### src/rtl/lut_sram_arbiter.sv
// Quarter-sine LUT SRAM arbiter: DDS lookups (fixed priority, 2-entry
// buffer) share one SPRAM with a host port guarded by a bounded wait.
// Ports:
//   clk, rst_n                : clock, async active-low reset
//   dds_req/dds_addr          : one-cycle lookup request
//   dds_data/dds_valid        : lookup result pulse
//   dds_ovf                   : sticky, a lookup was dropped
//   host_req/we/addr/wdata    : host command, held until host_gnt
//   host_gnt                  : pulse, command issued this cycle
//   host_rdata/host_rvalid    : host read result pulse
//   sram_addr/wdata/we        : registered SRAM command
//   sram_rdata                : SRAM read data, one cycle after capture
module lut_sram_arbiter #(
  parameter int AW       = 16,
  parameter int DW       = 16,
  parameter int MAX_WAIT = 8
) (
  input  logic          clk,
  input  logic          rst_n,
  input  logic          dds_req,
  input  logic [AW-1:0] dds_addr,
  output logic [DW-1:0] dds_data,
  output logic          dds_valid,
  output logic          dds_ovf,
  input  logic          host_req,
  input  logic          host_we,
  input  logic [AW-1:0] host_addr,
  input  logic [DW-1:0] host_wdata,
  output logic          host_gnt,
  output logic [DW-1:0] host_rdata,
  output logic          host_rvalid,
  output logic [AW-1:0] sram_addr,
  output logic [DW-1:0] sram_wdata,
  output logic          sram_we,
  input  logic [DW-1:0] sram_rdata
);

  typedef struct packed {
    logic vld;
    logic host;
  } tag_t;

  localparam logic [7:0] MAX_W = 8'(MAX_WAIT);

  logic [AW-1:0] fifo_q [2];
  logic          rd_ptr;
  logic          wr_ptr;
  logic [1:0]    cnt;
  logic [7:0]    wait_cnt;
  tag_t          tag1;
  tag_t          tag2;

  logic          forced;
  logic          host_ok;
  logic          pick_host;
  logic          pop;
  logic          live;
  logic          push;
  logic          drop;
  logic          rd_issue;
  logic [AW-1:0] nxt_addr;

  // host_gnt is registered, so the host still holds host_req in the
  // grant cycle; that cycle must not be taken as a new command.
  assign host_ok = host_req && !host_gnt;
  assign forced  = host_ok && (wait_cnt == MAX_W);

  always_comb begin
    pick_host = 1'b0;
    pop       = 1'b0;
    live      = 1'b0;
    if (forced) begin
      pick_host = 1'b1;
    end else if (cnt != 2'd0) begin
      pop = 1'b1;
    end else if (dds_req) begin
      live = 1'b1;
    end else if (host_ok) begin
      pick_host = 1'b1;
    end
  end

  // A pop in the same cycle frees a slot for the live request.
  assign push = dds_req && !live
             && ((cnt != 2'd2) || pop);
  assign drop = dds_req && !live && !push;

  assign rd_issue = pop || live
                 || (pick_host && !host_we);

  always_comb begin
    nxt_addr = '0;
    unique case (1'b1)
      pick_host: nxt_addr = host_addr;
      pop:       nxt_addr = fifo_q[rd_ptr];
      live:      nxt_addr = dds_addr;
      default:   nxt_addr = '0;
    endcase
  end

  always_ff @(posedge clk or negedge rst_n) begin
    if (!rst_n) begin
      fifo_q[0] <= '0;
      fifo_q[1] <= '0;
      rd_ptr    <= 1'b0;
      wr_ptr    <= 1'b0;
      cnt       <= 2'd0;
      dds_ovf   <= 1'b0;
      wait_cnt  <= 8'd0;
    end else begin
      if (push) begin
        fifo_q[wr_ptr] <= dds_addr;
        wr_ptr         <= ~wr_ptr;
      end
      if (pop) begin
        rd_ptr <= ~rd_ptr;
      end
      cnt <= cnt + 2'(push) - 2'(pop);
      if (drop) begin
        dds_ovf <= 1'b1;
      end
      if (pick_host || host_gnt || !host_req) begin
        wait_cnt <= 8'd0;
      end else if (wait_cnt != MAX_W) begin
        wait_cnt <= wait_cnt + 8'd1;
      end
    end
  end

  always_ff @(posedge clk or negedge rst_n) begin
    if (!rst_n) begin
      sram_addr  <= '0;
      sram_wdata <= '0;
      sram_we    <= 1'b0;
      host_gnt   <= 1'b0;
      tag1       <= '0;
      tag2       <= '0;
    end else begin
      sram_addr  <= nxt_addr;
      sram_we    <= pick_host && host_we;
      sram_wdata <= (pick_host && host_we)
                  ? host_wdata : '0;
      host_gnt   <= pick_host;
      tag1       <= '{vld: rd_issue, host: pick_host};
      tag2       <= tag1;
    end
  end

  always_ff @(posedge clk or negedge rst_n) begin
    if (!rst_n) begin
      dds_data    <= '0;
      dds_valid   <= 1'b0;
      host_rdata  <= '0;
      host_rvalid <= 1'b0;
    end else begin
      dds_valid   <= tag2.vld && !tag2.host;
      host_rvalid <= tag2.vld && tag2.host;
      if (tag2.vld && !tag2.host) begin
        dds_data <= sram_rdata;
      end
      if (tag2.vld && tag2.host) begin
        host_rdata <= sram_rdata;
      end
    end
  end

endmodule
### config.mk
export PLATFORM = sky130hd
export DESIGN_NAME = lut_sram_arbiter
export DESIGN_NICKNAME = d
export VERILOG_FILES = /design/src/rtl/lut_sram_arbiter.sv
export SDC_FILE = /design/constraint.sdc
export NUM_CORES = 1
export LEC_CHECK = 0
export CAP_MARGIN = 15
export CELL_PAD_IN_SITES_DETAIL_PLACEMENT = 1
export CELL_PAD_IN_SITES_GLOBAL_PLACEMENT = 2
export CORE_ASPECT_RATIO = 1.2
export CORE_UTILIZATION = 28
export CTS_CLUSTER_SIZE = 24
export DETAILED_ROUTE_END_ITERATION = 6
export GPL_TIMING_DRIVEN = 0
export PLACE_DENSITY_LB_ADDON = 0.1
export SETUP_SLACK_MARGIN = 0.4
export SYNTH_ARGS = -nofsm -noshare
export SYNTH_HDL_FRONTEND = slang
export SYNTH_SLANG_ARGS = --single-unit
### constraint.sdc
create_clock -name clk -period 2.5 [get_ports clk]
set_input_delay 0.5 -clock clk [delete_from_list [all_inputs] [get_ports clk]]
set_output_delay 0.5 -clock clk [all_outputs]
set_load 0.01 [all_outputs]
# ---- Word level (Yosys, flattened, before mapping)
# Index checks and enable logic that the tools add are counted.
dict set report op_classes {
  order_cmp 3
  n_mux 19
  n_mul 0
  n_eq_ne 3
  div 0
  n_bitwise 4
  shifts 0
  n_reduce_logical 23
  n_addsub 3
}
# op n
set op_table {}
lappend op_table {{two-way mux 16 bit} 5}
lappend op_table {{case mux 16 bit (3 select lines)} 1}
lappend op_table {{bitwise mux 32 bit} 1}
lappend op_table {{demux 16 bit (select 1 bit)} 1}
lappend op_table {{two-way mux 8 bit} 2}
lappend op_table {{logical AND 1 bit} 10}
lappend op_table {{two-way mux 1 bit} 9}
lappend op_table {{adder 8 x 1 -> 8 bit, second input constant} 1}
lappend op_table {{== test 8 x 4 -> 1 bit, second input constant} 1}
lappend op_table {{!= test 8 x 4 -> 1 bit, second input constant} 1}
lappend op_table {{logical NOT 1 bit} 6}
lappend op_table {{logical OR 1 bit} 5}
lappend op_table {{greater-or-equal comparator 2 bit, second input constant} 2}
lappend op_table {{NOT 1 -> 2 bit} 2}
lappend op_table {{nonzero test 2 bit} 2}
lappend op_table {{adder 2 x 1 -> 2 bit} 1}
lappend op_table {{less-than comparator 2 x 1 -> 1 bit, second input constant} 1}
lappend op_table {{!= test 2 bit, second input constant} 1}
lappend op_table {{NOT 1 bit} 2}
lappend op_table {{subtractor 2 x 1 -> 2 bit} 1}
dict set report totals {
  mem_bits_ro 0
  latch_bits 0
  out_inout_bits 69
  reg_bits 116
  wordCells 73
  n_memories 0
  ram_bits 0
  input_bits 69
}

# ---- Depth between registers and ports, before layout
# Gate-level depths: netlist of the first run.
dict set report depth {
  word_depth 9
  mapped_depth 10
  depth_no_buf 9
}

# ---- Worst setup path before layout of the first run
# OpenSTA, ideal clock, no wires.
dict set report synth_timing {
  path_type {register to register}
  startpoint {reg wait_cnt[0]}
  endpoint {reg fifo_q[10] (netlist bit)}
  setup_slack_ns 0.056
  path_stages_with_launch 8
  setup_ns 0.127
  arrival_ns 2.317
  t_required_ns 2.373
  period_less_slack_ns 2.444
  path_buffers 1
  path_cell_list {dfrtp_1 > inv_1 > ha_1 > or4b_4 > o31a_1 > o311ai_4 > buf_6 > mux2_1}
}
dict set report synth_between {
  elab_chain_len 6
  word_cells_on_any_way 8
  classes_between {eq/ne: 1; mux: 2; reduce/logical: 5}
}
# item line_no
set synth_lines {}
lappend synth_lines {{start, declared} 49} ;# logic [7:0] wait_cnt;
lappend synth_lines {{start signal, assigned} 125} ;# wait_cnt <= wait_cnt + 8'd1;
lappend synth_lines {{== test 8 x 4 -> 1 bit (*)} 66} ;# assign forced = host_ok && (wait_cnt == MAX_W);
lappend synth_lines {{logical AND 1 bit (*)} 66}
lappend synth_lines {{two-way mux 1 bit} 72} ;# if (forced) begin
lappend synth_lines {{logical NOT 1 bit} 84} ;# assign push = dds_req && !live
lappend synth_lines {{logical AND 1 bit} 84}
lappend synth_lines {{logical AND 1 bit (*)} 85} ;# && ((cnt != 2'd2) || pop);
lappend synth_lines {{end signal, assigned by index} 112} ;# fifo_q[wr_ptr] <= dds_addr;
lappend synth_lines {{end, declared} 45} ;# logic [AW-1:0] fifo_q [2];
# Every way passes the cells marked *; elsewhere a longest branch is shown, timed or not.
# A chain may end at the register's enable or synchronous reset.

# ---- Final worst setup path of the first run
dict set report layout_timing {
  startpoint {reg wait_cnt[0]}
  endpoint {reg sram_addr[15]}
}
dict set report layout_between {
  elab_chain_len 4
  word_cells_on_any_way 6
  classes_between {eq/ne: 1; mux: 4; reduce/logical: 1}
}
# item line_no
set layout_lines {}
lappend layout_lines {{== test 8 x 4 -> 1 bit (*)} 66}
lappend layout_lines {{logical AND 1 bit (*)} 66}
lappend layout_lines {{two-way mux 1 bit} 72}
lappend layout_lines {{case mux 16 bit (3 select lines) (*)} 93} ;# unique case (1'b1)
lappend layout_lines {{named net nxt_addr[15]} 61} ;# logic [AW-1:0] nxt_addr;
lappend layout_lines {{end signal, assigned} 139} ;# sram_addr <= nxt_addr;
lappend layout_lines {{end, declared} 32} ;# output logic [AW-1:0] sram_addr,
# Mark *: on every way through the listed nets, which the timed path passes. The rest lies on a longest branch.

==> flow_summary.yaml, run 1 <==
synthesis:
  synth_seq_cells: 116
  yosysTopAreaCell: "dfrtp_1"
  netlist_area_sq_mm: 0.004674
  yosys-top-cells-area: "dfrtp_1 62%, mux2_2 11%, mux2_1 4.8%, a221o_1 3.6%, mux2i_1 3.4%"
  ys.flop_type: "dfrtp_1"
  yosysUniqueCellTypes: 32
  synth-edff-count: 0
  synth_warnings: 0
  ys_seq_area_frac: 0.6210
  avgSynthCellArea_sq_um: 14.47
  syn_nets: 395
  synth_async_sr_flop_share: 1.000
  synth_top_area_share: 0.6210
  synth_cells: 323
floorplan:
  die_area_sq_mm: 0.01722
  initial_core_util: 0.2873
  ioPinCount: 138
  rows: 51
  die-height_um: 143.5
  core-area_sq_mm: 0.01627
  die_w_um: 120.0
cts:
  cts_max_path_buffers: 2
  clkTransAtPathRegs_ns: 0.05
  clk_latency_ns: 0.41
  cts_tree: "done"
  clock_sinks: 116
  htree_levels: 4
  cts_buffers: 17
  clockRootBuffer: "clkbuf_16"
drt:
  post_drt_wl_per_cell_um: 17.69
  drc_errors: 0
  drt_iter0_drc: 106
  vias: 3307
  routed_wl_um: 12760
  drt_pre_antenna_iters: 4
  viasPerCell: 4.587
  postRouteAntennaNets: 0
global_routing:
  grt_pass1_wl_um: 19850
  grt_max_degree: 89
  grtUsageTotal: 0.1566
  grt_overflow: 0
  antenna_found_initial: 0
  grt_pass1_vias: 3571
finish:
  final_cells: 721
  area_growth_pct: 54.07
  drive_gt1_frac: 0.2377
  final_cell_area_sq_mm: 0.007202
  antenna_cells: 0
  layout_common_cells: "135 x clkdlybuf4s50_1, 116 x dfrtp_1, 32 x mux2_2, 27 x nor2_1, 22 x mux2_4"
  final_net_count: 570
  nFillCells: 1716
  layout_commonest_cell: "clkdlybuf4s50_1"
worst_setup_path:
  cpPeakStageDelay_ns: 0.48
  path_buf_inv: 4
  end_kind: "register"
  path_cells: "inv_1, ha_1, or4b_4, or3_1, buf_6, and3_4, buf_8, buf_8, a221o_1"
  crit_family: "simple AND/OR/NAND/NOR gates"
  r2r_setup_slack_ns: 0.12
  critical_path_class: "register to register"
  worstSetupStartpointType: "register"
  critical_path_arrival_ns: 2.67
  crit_fanout: 10
  path_common_cell: "buf_8"
  timing.rr.start: "wait_cnt[0]"
  crit_slowest_cell: "or4b_4"
  worst-endpoint-required_ns: 2.79
  startpoint: "wait_cnt[0]"
power_and_ir_drop:
  switching_share: 0.2986
  intPower_mw: 5.877
  p_sw_mw: 2.502
  p_leak_nw: 3.233
  power_frac_comb: 0.395
  cellPowerDensity_mw_per_mm2: 1163
  power_frac_clock: 0.254
  vdd_ir_drop_max_mv: 0.4794
  seqPwrFrac: 0.351
sta:
  worst_pin_slew_ns: 0.6992
  slew-limit-headroom: 0.5338
  hold_viol_final: 0
  min_period_ns: 2.385
  period_share: 0.9539
  finalSetupViolCount: 0
  clock_skew_ns: 0.006033
  rsz0062_at_grt: "yes"
  drv_slew: 0
  fmax_mhz: 419.3
run:
  cap_violations: 0
placed_design:
  dpl.hpwl_um: 8439
  dp_cells: 672
  gp_congestion: 0.7127
  io_buffer_count: 136
  place_area_sq_mm: 0.006335
status:
  status: "finished, final reports clean"
hold_path:
  min_from: "tag1[1]"
  worstHoldPathType: "register to register"
## final cells by class
cell class                 instances  area [sq um]  share of cell area
buffer                            17         141.4             0.01963
inverter                           8         30.03            0.004170
multi-input combinational        182          1748              0.2427
tap                              212         265.3             0.03683
sequential                       116          2903              0.4031
clock buffer                      25         485.5             0.06741
timing repair buffer             156          1602              0.2224
clock inverter                     5         27.53            0.003822
## layer usage
layer / routed length [um] / up-vias / global-route usage
met1: 5580 / 1688 / 0.1900
met3: 728 / 17 / 0.04960
met4: 196 / 0 / 0.06118
li1: - / 1504 / -
met2: 6251 / 98 / 0.2580
met5: 0 / - / 0
## through the flow
step | hold slack, ns | setup TNS, ns | total power, mW | setup WS [ns] | utilization
floorplan | 0.2044 | 0 | 4.555 | 0.05666 | -
global placement | 0.3344 | -457.21 | 5.838 | -3.794 | 0.3875
detailed placement | 0.3364 | -19.63 | 5.934 | -0.7767 | 0.3893
CTS | 0.3429 | 0 | 8.465 | 0.05875 | 0.4401
global route | 0.3609 | 0 | 8.905 | 0.02548 | 0.4426
finish | 0.3406 | 0 | 8.379 | 0.1152 | 0.4426
## power groups by stage
stage | logic [mW] | clock network (mW) | registers (mW)
finish | 3.31 | 2.12 | 2.94
global route | 3.59 | 2.28 | 3.03
CTS | 3.32 | 2.19 | 2.95
detailed placement | 2.95 | 0 | 2.98
global placement | 2.90 | 0 | 2.94
floorplan | 1.46 | 0 | 3.09
## registers in the layout, indices dropped and copies added, names as in the netlist
register / cells
tag1: 2
dds_valid: 1
fifo_q: 32
host_rdata: 16
sram_we: 1
host_rvalid: 1
sram_addr: 16
dds_data: 16
wait_cnt: 8
tag2: 2
wr_ptr: 1
cnt: 2
rd_ptr: 1
dds_ovf: 1
sram_wdata: 16
## Yosys cell counts, drive strengths merged, types with 5 or more instances
master  instances
nand3           5
buf             7
nor2           27
inv             8
and3           19
clkbuf         10
mux2i          16
xor2            5
xnor2           6
dfrtp         116
a221o          17
mux2           64
## worst register-to-register path, delay by kind of cell (launching register included)
kind | cells | cell delay [ns]
and+or+nand+nor | 3 | 0.99
buffers and inverters | 4 | 0.47
DFF | 1 | 0.38
AOI/OAI and AO/OA | 1 | 0.30
adders and majority gates | 1 | 0.14
## kinds of logic after synthesis
kind of cell,share of synthesized area
adders and majority gates,0.008031
xor gates and xnor gates,0.02061
AOI/OAI and AO/OA,0.06102
DFF,0.6210
and+or+nand+nor,0.07254
buffers and inverters,0.02837
muxes,0.1884
## worst paths after layout
path                       cells past startpoint       endpoint
min                                            0        tag2[1]
max reg2reg                                    9  sram_addr[15]
max in group asynchronous                      3    wait_cnt[1]
min reg2reg                                    0        tag2[1]
max                                            9  sram_addr[15]
min in group asynchronous                      2  sram_addr[11]
## what timing repair did
item                                   4_1_cts  5_1_grt
gates cloned                                 3        2
pin swaps                                    4        2
hold buffers                                 1        0
setup endpoints to repair                   78       78
endpoints found under the hold margin       28        0
buffers inserted                            11        2
resized for setup                           41       10
Power figures use the tool's default switching activity.
==> inputs of run 2 (changes only) <==
RECOVER_POWER = 50   (was unset)
==> run 2 against run 1 <==
Compared with the run above:
- critical path depth unchanged
- clock power about the same
- sequential power about the same
- maximum frequency about the same
- clock skew about the same
- via count shrank 0.18%
- setup slack better by 0.00060 ns
- sequential cell count unchanged
- critical path type unchanged
- critical endpoint unchanged
- largest cell class unchanged
==> flow_summary.yaml, run 2 (same netlist as run 1, synthesis figures left out) <==
status:
  status: "finished, final reports clean"
finish:
  multi_input_area_sq_mm: 0.001748
  seqCellArea_sq_mm: 0.002903
  area_growth_pct: 54.01
  final_net_count: 570
  final_cells: 721
  antenna_cells: 0
  largest_register_ffs: 32
  largest_register: "fifo_q"
  layout_commonest_cell: "clkdlybuf4s50_1"
  nFillCells: 1717
  final_cell_area_sq_mm: 0.007199
  drive_gt1_frac: 0.2358
  layout_common_cells: "122 x clkdlybuf4s50_1, 116 x dfrtp_1, 32 x mux2_2, 27 x nor2_1, 22 x mux2_4"
  final_util: 0.4424
worst_setup_path:
  worstSetupStartpointType: "register"
  cpPeakStageDelay_ns: 0.48
  worst-endpoint-required_ns: 2.79
  path_common_cell: "buf_8"
  path_cells: "inv_1, ha_1, or4b_4, or3_1, buf_6, and3_4, buf_8, buf_8, a221o_1"
  critical_path_arrival_ns: 2.67
  crit_slowest_cell: "or4b_4"
  critical_path_class: "register to register"
  end_kind: "register"
  r2r_setup_slack_ns: 0.12
  crit_fanout: 10
power_and_ir_drop:
  vdd_ir_drop_max_mv: 0.4794
  p_leak_nw: 3.254
  cellPowerDensity_mw_per_mm2: 1159
  power_mw: 8.346
global_routing:
  grt_pass1_vias: 3571
  antenna_found_initial: 0
  grt_pass1_wl_um: 19850
  grt_overflow: 0
  grtUsageTotal: 0.1566
  grt_max_degree: 89
placed_design:
  place_area_sq_mm: 0.006335
  io_buffer_count: 136
  dpl.hpwl_um: 8439
  dp_slack_ns: -0.7767
  dp_cells: 672
  gp_congestion: 0.7127
sta:
  rsz0062_at_grt: "yes"
  slew-limit-headroom: 0.02967
  final.setup.tns_ns: 0
  period_share: 0.9537
  drv_slew: 0
  clock_skew_ns: 0.006034
  min_period_ns: 2.384
  hold_viol_final: 0
  fin_ws_ns: 0.1158
  worst_pin_slew_ns: 1.455
  finalSetupViolCount: 0
  fmax_mhz: 419.4
  holdWs_ns: 0.3413
run:
  cap_violations: 0
floorplan:
  ioPinCount: 138
  die-height_um: 143.5
  rows: 51
  die_w_um: 120.0
  die_area_sq_mm: 0.01722
  core-area_sq_mm: 0.01627
  initial_core_util: 0.2873
cts:
  clockRootBuffer: "clkbuf_16"
  cts_max_path_buffers: 2
  cts_tree: "done"
  cts_buffers: 17
  clkTransAtPathRegs_ns: 0.05
  clock_sinks: 116
  clk_latency_ns: 0.41
  htree_levels: 4
drt:
  post_drt_wl_per_cell_um: 17.70
  routed_wl_um: 12760
  vias: 3301
  drt_pre_antenna_iters: 4
  drt_iter0_drc: 105
  drc_errors: 0
  postRouteAntennaNets: 0
  viasPerCell: 4.578
hold_path:
  worstHoldPathType: "register to register"
[run 2: cell types whose count changed in the layout (fill, tap and decap cells not counted), sizes merged]
cell / previous run / this run
clkdlybuf4s50: 135 / 122
dlygate4sd2: 0 / 1
buf: 26 / 24
clkbuf: 36 / 37
dlygate4sd3: 1 / 14
[run 2: power by group]
part           total, mW  internal (mW)  leakage (nW)  switching [mW]
registers           2.94           2.60          1.42           0.343
clock network       2.12           1.32         0.253           0.800
logic               3.28           1.93          1.58            1.35
total               8.35           5.85          3.25            2.50
[run 2: final cells by class]
| class | instances | share of cell area |
|---|---|---|
| sequential | 116 | 0.4032 |
| multi-input combinational | 182 | 0.2428 |
| timing repair buffer | 156 | 0.2221 |
| clock buffer | 25 | 0.06743 |
| tap | 212 | 0.03684 |
| buffer | 17 | 0.01964 |
| inverter | 8 | 0.004171 |
| clock inverter | 5 | 0.003823 |
[run 2: critical path, delay by kind of cell (launching register included)]
| family | cells | cell delay, ns |
|---|---|---|
| simple gates | 3 | 0.99 |
| buf+inv | 4 | 0.47 |
| flops | 1 | 0.38 |
| compound gates | 1 | 0.30 |
| fa+ha+maj | 1 | 0.14 |
[run 2: path summary, 6_finish.rpt]
check	from	to	cells after the start
worst max-delay path	wait_cnt[0]	sram_addr[15]	9
worst min-delay path	tag1[1]	tag2[1]	0
worst max register to register	wait_cnt[0]	sram_addr[15]	9
worst min register to register	tag1[1]	tag2[1]	0
max in group asynchronous	rst_n	wait_cnt[1]	3
min in group asynchronous	rst_n	sram_addr[11]	2
[run 2: timing repair]
item	in CTS	in global routing
endpoints found under the setup margin	78	78
resized for setup	41	10
buffers inserted	11	2
gates cloned	3	2
pin swaps	4	2
hold buffers	1	0
endpoints found under the hold margin	28	0
[run 2: layer usage]
layer,track usage,vias up,wire [um]
li1,-,1503,-
met3,0.04960,17,724
met1,0.1900,1683,5581
met5,0,-,0
met4,0.06118,0,196
met2,0.2580,98,6257
